$ cat config.mk
export PLATFORM = sky130hd
export DESIGN_NAME = syscall_print_sequencer_flat
export DESIGN_NICKNAME = d
export VERILOG_FILES = /design/src/rtl/syscall_print_sequencer_if.sv /design/src/rtl/syscall_print_sequencer.sv /design/src/flat_wrapper.sv
export SDC_FILE = /design/constraint.sdc
export NUM_CORES = 1
export LEC_CHECK = 0
export CORE_MARGIN = 2
export CORE_UTILIZATION = 46
export CTS_BUF_LIST = sky130_fd_sc_hd__clkbuf_2
export CTS_CLUSTER_DIAMETER = 150
export CTS_CLUSTER_SIZE = 10
export DETAILED_ROUTE_END_ITERATION = 8
export PLACE_DENSITY = 0.84
export SLEW_MARGIN = 20
export SYNTH_ARGS = -nofsm -noshare
export SYNTH_HDL_FRONTEND = slang
export SYNTH_SLANG_ARGS = --single-unit
export TNS_END_PERCENT = 1
$ cat constraint.sdc
create_clock -name clk -period 3.1 [get_ports clk]
set_input_delay 0.775 -clock clk [delete_from_list [all_inputs] [get_ports clk]]
set_output_delay 0.775 -clock clk [all_outputs]
set_load 0.005 [all_outputs]
$ cat src/rtl/syscall_print_sequencer_if.sv
// Syscall sequencer bus: M-stage syscall taps, data-memory read port, console byte stream, hazard outputs.
interface syscall_print_sequencer_if;
  logic        sig_syscall;
  logic [31:0] v0;
  logic [31:0] a0;
  logic        mem_rd_en;
  logic [31:0] mem_addr;
  logic [31:0] mem_read_data;
  logic [7:0]  char_data;
  logic        char_valid;
  logic        char_ready;
  logic        stall;
  logic        sig_exit;
  logic        busy;

  modport master (
    output sig_syscall, v0, a0, mem_read_data, char_ready,
    input  mem_rd_en, mem_addr, char_data, char_valid, stall, sig_exit, busy
  );

  modport slave (
    input  sig_syscall, v0, a0, mem_read_data, char_ready,
    output mem_rd_en, mem_addr, char_data, char_valid, stall, sig_exit, busy
  );
endinterface

$ cat src/rtl/syscall_print_sequencer.sv
// Multi-cycle syscall servicer: print string (4), print char (11), exit (10); freezes the pipeline while busy.
// Optional SYSCALL_PRINT_HEX_EN adds print-hex (34): "0x" plus 8 lowercase nibbles, MSB first.
module syscall_print_sequencer #(
  parameter int unsigned MAX_LEN = 256
) (
  input  logic                      clk,
  input  logic                      rst_n,
  syscall_print_sequencer_if.slave  bus
);

  localparam int unsigned CNT_W = $clog2(MAX_LEN + 1);
  localparam logic [31:0] SVC_PRINT_STR  = 32'd4;
  localparam logic [31:0] SVC_EXIT       = 32'd10;
  localparam logic [31:0] SVC_PRINT_CHAR = 32'd11;

  typedef enum logic [2:0] {
    IDLE  = 3'd0,
    FETCH = 3'd1,
    EMIT  = 3'd2,
    DONE  = 3'd3,
    HALT  = 3'd4
  } state_e;

  state_e           state_q, state_d;
  logic [31:0]      ptr_q, ptr_d;
  logic [CNT_W-1:0] count_q, count_d;
  logic [7:0]       char_q, char_d;
  logic             single_q, single_d;
  logic             svc_ok;
  logic             accept;
  logic [7:0]       mem_byte;

`ifdef SYSCALL_PRINT_HEX_EN
  localparam logic [31:0] SVC_PRINT_HEX = 32'd34;

  logic        hex_q, hex_d;
  logic [31:0] shift_q, shift_d;
  logic [3:0]  idx_q, idx_d;

  function automatic logic [7:0] hex_ascii(input logic [3:0] nib);
    return (nib < 4'd10) ? 8'(8'h30 + {4'h0, nib}) : 8'(8'h57 + {4'h0, nib});
  endfunction
`endif

  // Recognised service codes
  always_comb begin
    svc_ok = (bus.v0 == SVC_PRINT_STR) || (bus.v0 == SVC_EXIT) || (bus.v0 == SVC_PRINT_CHAR);
`ifdef SYSCALL_PRINT_HEX_EN
    svc_ok = svc_ok || (bus.v0 == SVC_PRINT_HEX);
`endif
  end

  assign accept = rst_n & bus.sig_syscall & (state_q == IDLE) & svc_ok;

  // Big-endian lane select: byte 0 of a word lives in bits [31:24]
  always_comb begin
    unique case (ptr_q[1:0])
      2'd0:    mem_byte = bus.mem_read_data[31:24];
      2'd1:    mem_byte = bus.mem_read_data[23:16];
      2'd2:    mem_byte = bus.mem_read_data[15:8];
      default: mem_byte = bus.mem_read_data[7:0];
    endcase
  end

  always_comb begin
    state_d  = state_q;
    ptr_d    = ptr_q;
    count_d  = count_q;
    char_d   = char_q;
    single_d = single_q;
`ifdef SYSCALL_PRINT_HEX_EN
    hex_d    = hex_q;
    shift_d  = shift_q;
    idx_d    = idx_q;
`endif

    unique case (state_q)
      IDLE: begin
        if (accept) begin
          case (bus.v0)
            SVC_PRINT_STR: begin
              ptr_d   = bus.a0;
              count_d = '0;
              state_d = FETCH;
            end
            SVC_PRINT_CHAR: begin
              char_d   = bus.a0[7:0];
              single_d = 1'b1;
              state_d  = EMIT;
            end
            SVC_EXIT: state_d = HALT;
`ifdef SYSCALL_PRINT_HEX_EN
            SVC_PRINT_HEX: begin
              hex_d   = 1'b1;
              shift_d = bus.a0;
              idx_d   = 4'd0;
              char_d  = 8'h30;
              state_d = EMIT;
            end
`endif
            default: state_d = IDLE;
          endcase
        end
      end

      FETCH: begin
        if (mem_byte == 8'h00) begin
          state_d = DONE;
        end else begin
          char_d  = mem_byte;
          state_d = EMIT;
        end
      end

      EMIT: begin
        if (bus.char_ready) begin
          if (single_q) begin
            single_d = 1'b0;
            state_d  = DONE;
          end
`ifdef SYSCALL_PRINT_HEX_EN
          // '0','x' then one nibble per transfer; idx 9 is the last character
          else if (hex_q) begin
            if (idx_q == 4'd9) begin
              hex_d   = 1'b0;
              state_d = DONE;
            end else begin
              idx_d = idx_q + 4'd1;
              if (idx_q == 4'd0) begin
                char_d = 8'h78;
              end else begin
                char_d  = hex_ascii(shift_q[31:28]);
                shift_d = {shift_q[27:0], 4'h0};
              end
            end
          end
`endif
          else begin
            ptr_d   = ptr_q + 32'd1;
            count_d = count_q + CNT_W'(1);
            state_d = (count_q + CNT_W'(1) == CNT_W'(MAX_LEN)) ? DONE : FETCH;
          end
        end
      end

      DONE:    state_d = IDLE;
      HALT:    state_d = HALT;
      default: state_d = IDLE;
    endcase
  end

  always_ff @(posedge clk or negedge rst_n) begin
    if (!rst_n) begin
      state_q  <= IDLE;
      ptr_q    <= '0;
      count_q  <= '0;
      char_q   <= '0;
      single_q <= 1'b0;
`ifdef SYSCALL_PRINT_HEX_EN
      hex_q    <= 1'b0;
      shift_q  <= '0;
      idx_q    <= '0;
`endif
    end else begin
      state_q  <= state_d;
      ptr_q    <= ptr_d;
      count_q  <= count_d;
      char_q   <= char_d;
      single_q <= single_d;
`ifdef SYSCALL_PRINT_HEX_EN
      hex_q    <= hex_d;
      shift_q  <= shift_d;
      idx_q    <= idx_d;
`endif
    end
  end

  // Stall is combinational so the pipeline freezes in the cycle the syscall is seen
  assign bus.stall      = accept | (state_q inside {FETCH, EMIT, HALT});
  assign bus.mem_rd_en  = (state_q == FETCH);
  assign bus.mem_addr   = (state_q == FETCH) ? ptr_q : 32'd0;
  assign bus.char_valid = (state_q == EMIT);
  assign bus.char_data  = char_q;
  assign bus.sig_exit   = (state_q == HALT);
  assign bus.busy       = (state_q != IDLE);

endmodule

$ cat src/flat_wrapper.sv
// flat-port wrapper written by rule: the top's interface ports become plain ports
module syscall_print_sequencer_flat 
#(
  parameter int unsigned MAX_LEN = 256
)
  (clk, rst_n, bus_sig_syscall, bus_v0, bus_a0, bus_mem_read_data, bus_char_ready, bus_mem_rd_en, bus_mem_addr, bus_char_data, bus_char_valid, bus_stall, bus_sig_exit, bus_busy);
  syscall_print_sequencer_if bus_i ();
  input  logic clk;
  input  logic rst_n;
  input wire logic [$bits(bus_i.sig_syscall)-1:0] bus_sig_syscall;
  input wire logic [$bits(bus_i.v0)-1:0] bus_v0;
  input wire logic [$bits(bus_i.a0)-1:0] bus_a0;
  input wire logic [$bits(bus_i.mem_read_data)-1:0] bus_mem_read_data;
  input wire logic [$bits(bus_i.char_ready)-1:0] bus_char_ready;
  output wire logic [$bits(bus_i.mem_rd_en)-1:0] bus_mem_rd_en;
  output wire logic [$bits(bus_i.mem_addr)-1:0] bus_mem_addr;
  output wire logic [$bits(bus_i.char_data)-1:0] bus_char_data;
  output wire logic [$bits(bus_i.char_valid)-1:0] bus_char_valid;
  output wire logic [$bits(bus_i.stall)-1:0] bus_stall;
  output wire logic [$bits(bus_i.sig_exit)-1:0] bus_sig_exit;
  output wire logic [$bits(bus_i.busy)-1:0] bus_busy;
  assign bus_i.sig_syscall = bus_sig_syscall;
  assign bus_i.v0 = bus_v0;
  assign bus_i.a0 = bus_a0;
  assign bus_i.mem_read_data = bus_mem_read_data;
  assign bus_i.char_ready = bus_char_ready;
  assign bus_mem_rd_en = bus_i.mem_rd_en;
  assign bus_mem_addr = bus_i.mem_addr;
  assign bus_char_data = bus_i.char_data;
  assign bus_char_valid = bus_i.char_valid;
  assign bus_stall = bus_i.stall;
  assign bus_sig_exit = bus_i.sig_exit;
  assign bus_busy = bus_i.busy;
  syscall_print_sequencer #(.MAX_LEN(MAX_LEN)) u_core (.clk(clk), .rst_n(rst_n), .bus(bus_i));
endmodule
==> results.yml <==
sta:
  hold_viol: 0
  post-route-period-util_pct: 98.34
  finalSetupViolCount: 0
  relSlewSlack_pct: 46.54
  tightest_slew_ps: 791.6
  worst_clock_skew_ps: 37.62
  fin_crit_ps: 3048
  max_freq_ghz: 0.3280
  rsz0062_at_grt: "true"
  drv_slew: 0
  fin_ws_ps: 51.59
  finalSetupTns_ps: 0
grt:
  grt_pass1_wl_um: 19310
  grt_use_total_pct: 27.09
  first_global_vias: 3993
  gr-total-overflow: 0
  antenna_found_initial: 0
  grt_max_degree: 63
cts:
  clock_latency_ps: 450
  cts_tree: "built"
  cts.sinks: 53
  cts_made_buffers: 5
  cts.clk_slew.worst_paths_ps: 300
  cts_buffer_depth: 2
  cts_root_buf: "clkbuf_2"
  htree_levels: 2
  cts_hold_buf: 0
final_layout:
  fillers: 634
  drive_above_1_share_pct: 9.820
  register_area_um2: 1328
  instances_no_fill: 713
  antennaDiodeCount: 0
  synthToLayoutAreaGrowth_pct: 45.14
  nets: 715
  multi_input_area_um2: 2237
  finalInstanceArea_um2: 5431
floorplan:
  die_y_um: 94.20
  rows: 32
  core-area_um2: 7807
  die_w_um: 94.20
  start_util_pct: 47.93
  io_pins: 145
  die-area_um2: 8873
place:
  dpl_cell_area_um2: 5374
  routabilityCongestion: 0.8896
  dp_hpwl_um: 9085
  post-place-ws_ps: -469.6
  dp_cells: 704
  numPortBuffers: 144
pwr:
  p_leak_nw: 2.368
  p_seq_share_pct: 58.8
  max-vdd-ir-drop_v: 0.0001828
  p_switching_uw: 295.1
  power_mw: 1.180
  p_int_uw: 885.0
  p_sw_share_pct: 25.01
  comb_power_share_pct: 16.1
  pwr_density_cell_nw_per_um2: 217.3
  clkPwrFrac_pct: 25.2
detailed_routing:
  num_vias: 4315
  routed_via_density: 6.052
  detail-route-antenna-nets: 0
  drt-total-wl_um: 12110
  drt_iter0_markers: 344
  wl_per_cell_um: 16.99
  drc: 0
  first_pass_iters: 5
logic_synthesis:
  synth_top_cell_by_area: "dfrtp_1"
  netlist_area_um2: 3742
  yosys-top-cells-count: "nand2_1, dfrtp_1, a21oi_1, nor2_1"
  yosysUniqueCellTypes: 59
  synth-main-ff-cell: "dfrtp_1"
  ys_warn_count: 0
  yosysMostFrequentCell: "nand2_1"
  syn_nets: 572
  synth_seq_area_share_pct: 35.44
  yosys.area.top_type_share_pct: 35.44
  synth_area_leaders: "dfrtp_1, and3_1, a21oi_1"
  avgSynthCellArea_um2: 8.014
  synth-edff-count: 0
  synthArstFlopShare_pct: 100.0
  synthCells: 467
  synth_seq_cells: 53
critical_path:
  reg2reg_to: "u_core.ptr_q[22]"
  crit_arrival_ps: 2270
  r2r-start: "u_core.ptr_q[1]"
  startpoint_type: "input port"
  rrSetupSlack_ps: 600
  end_kind: "output port"
  cp.required_ps: 2320
  r2r_cells: 7
  crit_fanout: 2
  crit_type: "input port to output port"
min_path:
  hold_path_class: "input port to async pin"
run:
  cap_violations: 0
status:
  status: "finished clean"
-- kinds of logic after synthesis --
family / synth area share (%)
flip-flops: 35.44
buffers and inverters: 4.982
XOR/XNOR: 0.2341
AO/OA/AOI/OAI: 27.82
AND/OR/NAND/NOR: 27.48
adder cells (fa/ha/maj): 1.672
multiplexers: 2.374
-- sequential cells by signal, indices dropped and copies added, names as in the netlist --
register              cells
u_core.ptr_q             32
u_core.count_q            9
u_core.bus.char_data      8
u_core.state_q            3
u_core.single_q           1
-- power groups by stage --
stage	Combinational, mW	Sequential, mW	Clock (mW)
2_1_floorplan	0.0319	0.705	0
3_3_place_gp	0.186	0.704	0
3_5_place_dp	0.189	0.704	0
4_1_cts	0.190	0.694	0.298
5_1_grt	0.204	0.694	0.320
6_report	0.190	0.694	0.297
-- critical path: stages --
cell             delay, ps
clkdlybuf4s50_1        470
or4b_4                 460
a21o_1                 190
nor3_2                 110
o22a_1                 160
buf_2                  120
-- layout make-up --
class / count / share of cell area, %
inverter: 9 / 0.6220
multi-input combinational: 372 / 41.19
tap: 102 / 2.350
sequential: 53 / 24.44
clock inverter: 2 / 0.2534
clock buffer: 6 / 0.5529
timing repair buffer: 169 / 30.59
-- layout by cell type, fill, tap and decap left out, types with 2 or more instances in the layout --
master,instances
dlygate4sd2_1,2
a211oi_1,4
clkbuf_2,6
o21a_1,3
and3_1,35
nor4_1,10
nand2_1,57
inv_2,3
o22a_1,5
a32oi_1,2
o31ai_1,5
a21oi_1,43
nor2b_1,3
o21ai_0,35
and2_1,3
nand2b_1,4
a2bb2oi_1,13
nand3_1,19
inv_1,6
buf_2,2
ha_1,5
nor2_1,42
o22ai_1,13
a22o_1,7
nand4_1,6
a222oi_1,6
nor3_1,8
a31oi_1,6
o21ai_1,3
dfrtp_1,52
buf_12,3
mux2_2,7
buf_4,21
clkdlybuf4s50_1,140
-- layer usage --
layer  part of all wire (%)  up-vias  wire length, um  GRT usage (%)
li1                       -     2029                -              -
met1                     41     2039             4908          35.35
met2                     49      225             5917          46.49
met3                    8.7       22             1058          3.933
met4                    1.9        0              229          8.092
met5                      0        -                0              0
-- metrics by stage --
step / utilization, % / hold slack (ps)
floorplan: - / 460.1
global placement: 68.83 / 485.5
detailed placement: 68.83 / 500.0
CTS: 69.44 / 527.4
global route: 69.57 / 543.4
finish: 69.57 / 525.8
-- worst max path at each step --
stage	cells past startpoint	from	slack (ps)	endpoint
finish	6	bus_v0[2]	50	bus_stall
CTS	6	bus_v0[2]	10	bus_stall
detailed placement	6	bus_v0[1]	-470	bus_stall
global route	6	bus_v0[2]	-30	bus_stall
floorplan	4	bus_v0[1]	490	bus_stall
global placement	6	bus_v0[1]	-430	bus_stall
-- what timing repair did --
| action | CTS | global route |
|---|---|---|
| endpoints found under the setup margin | 2 | 4 |
| setup buffers | 1 | 0 |
| gates cloned | 0 | 0 |
| resized for setup | 7 | 4 |
| pin swaps | 4 | 1 |
(Power assumes the default switching activity.)
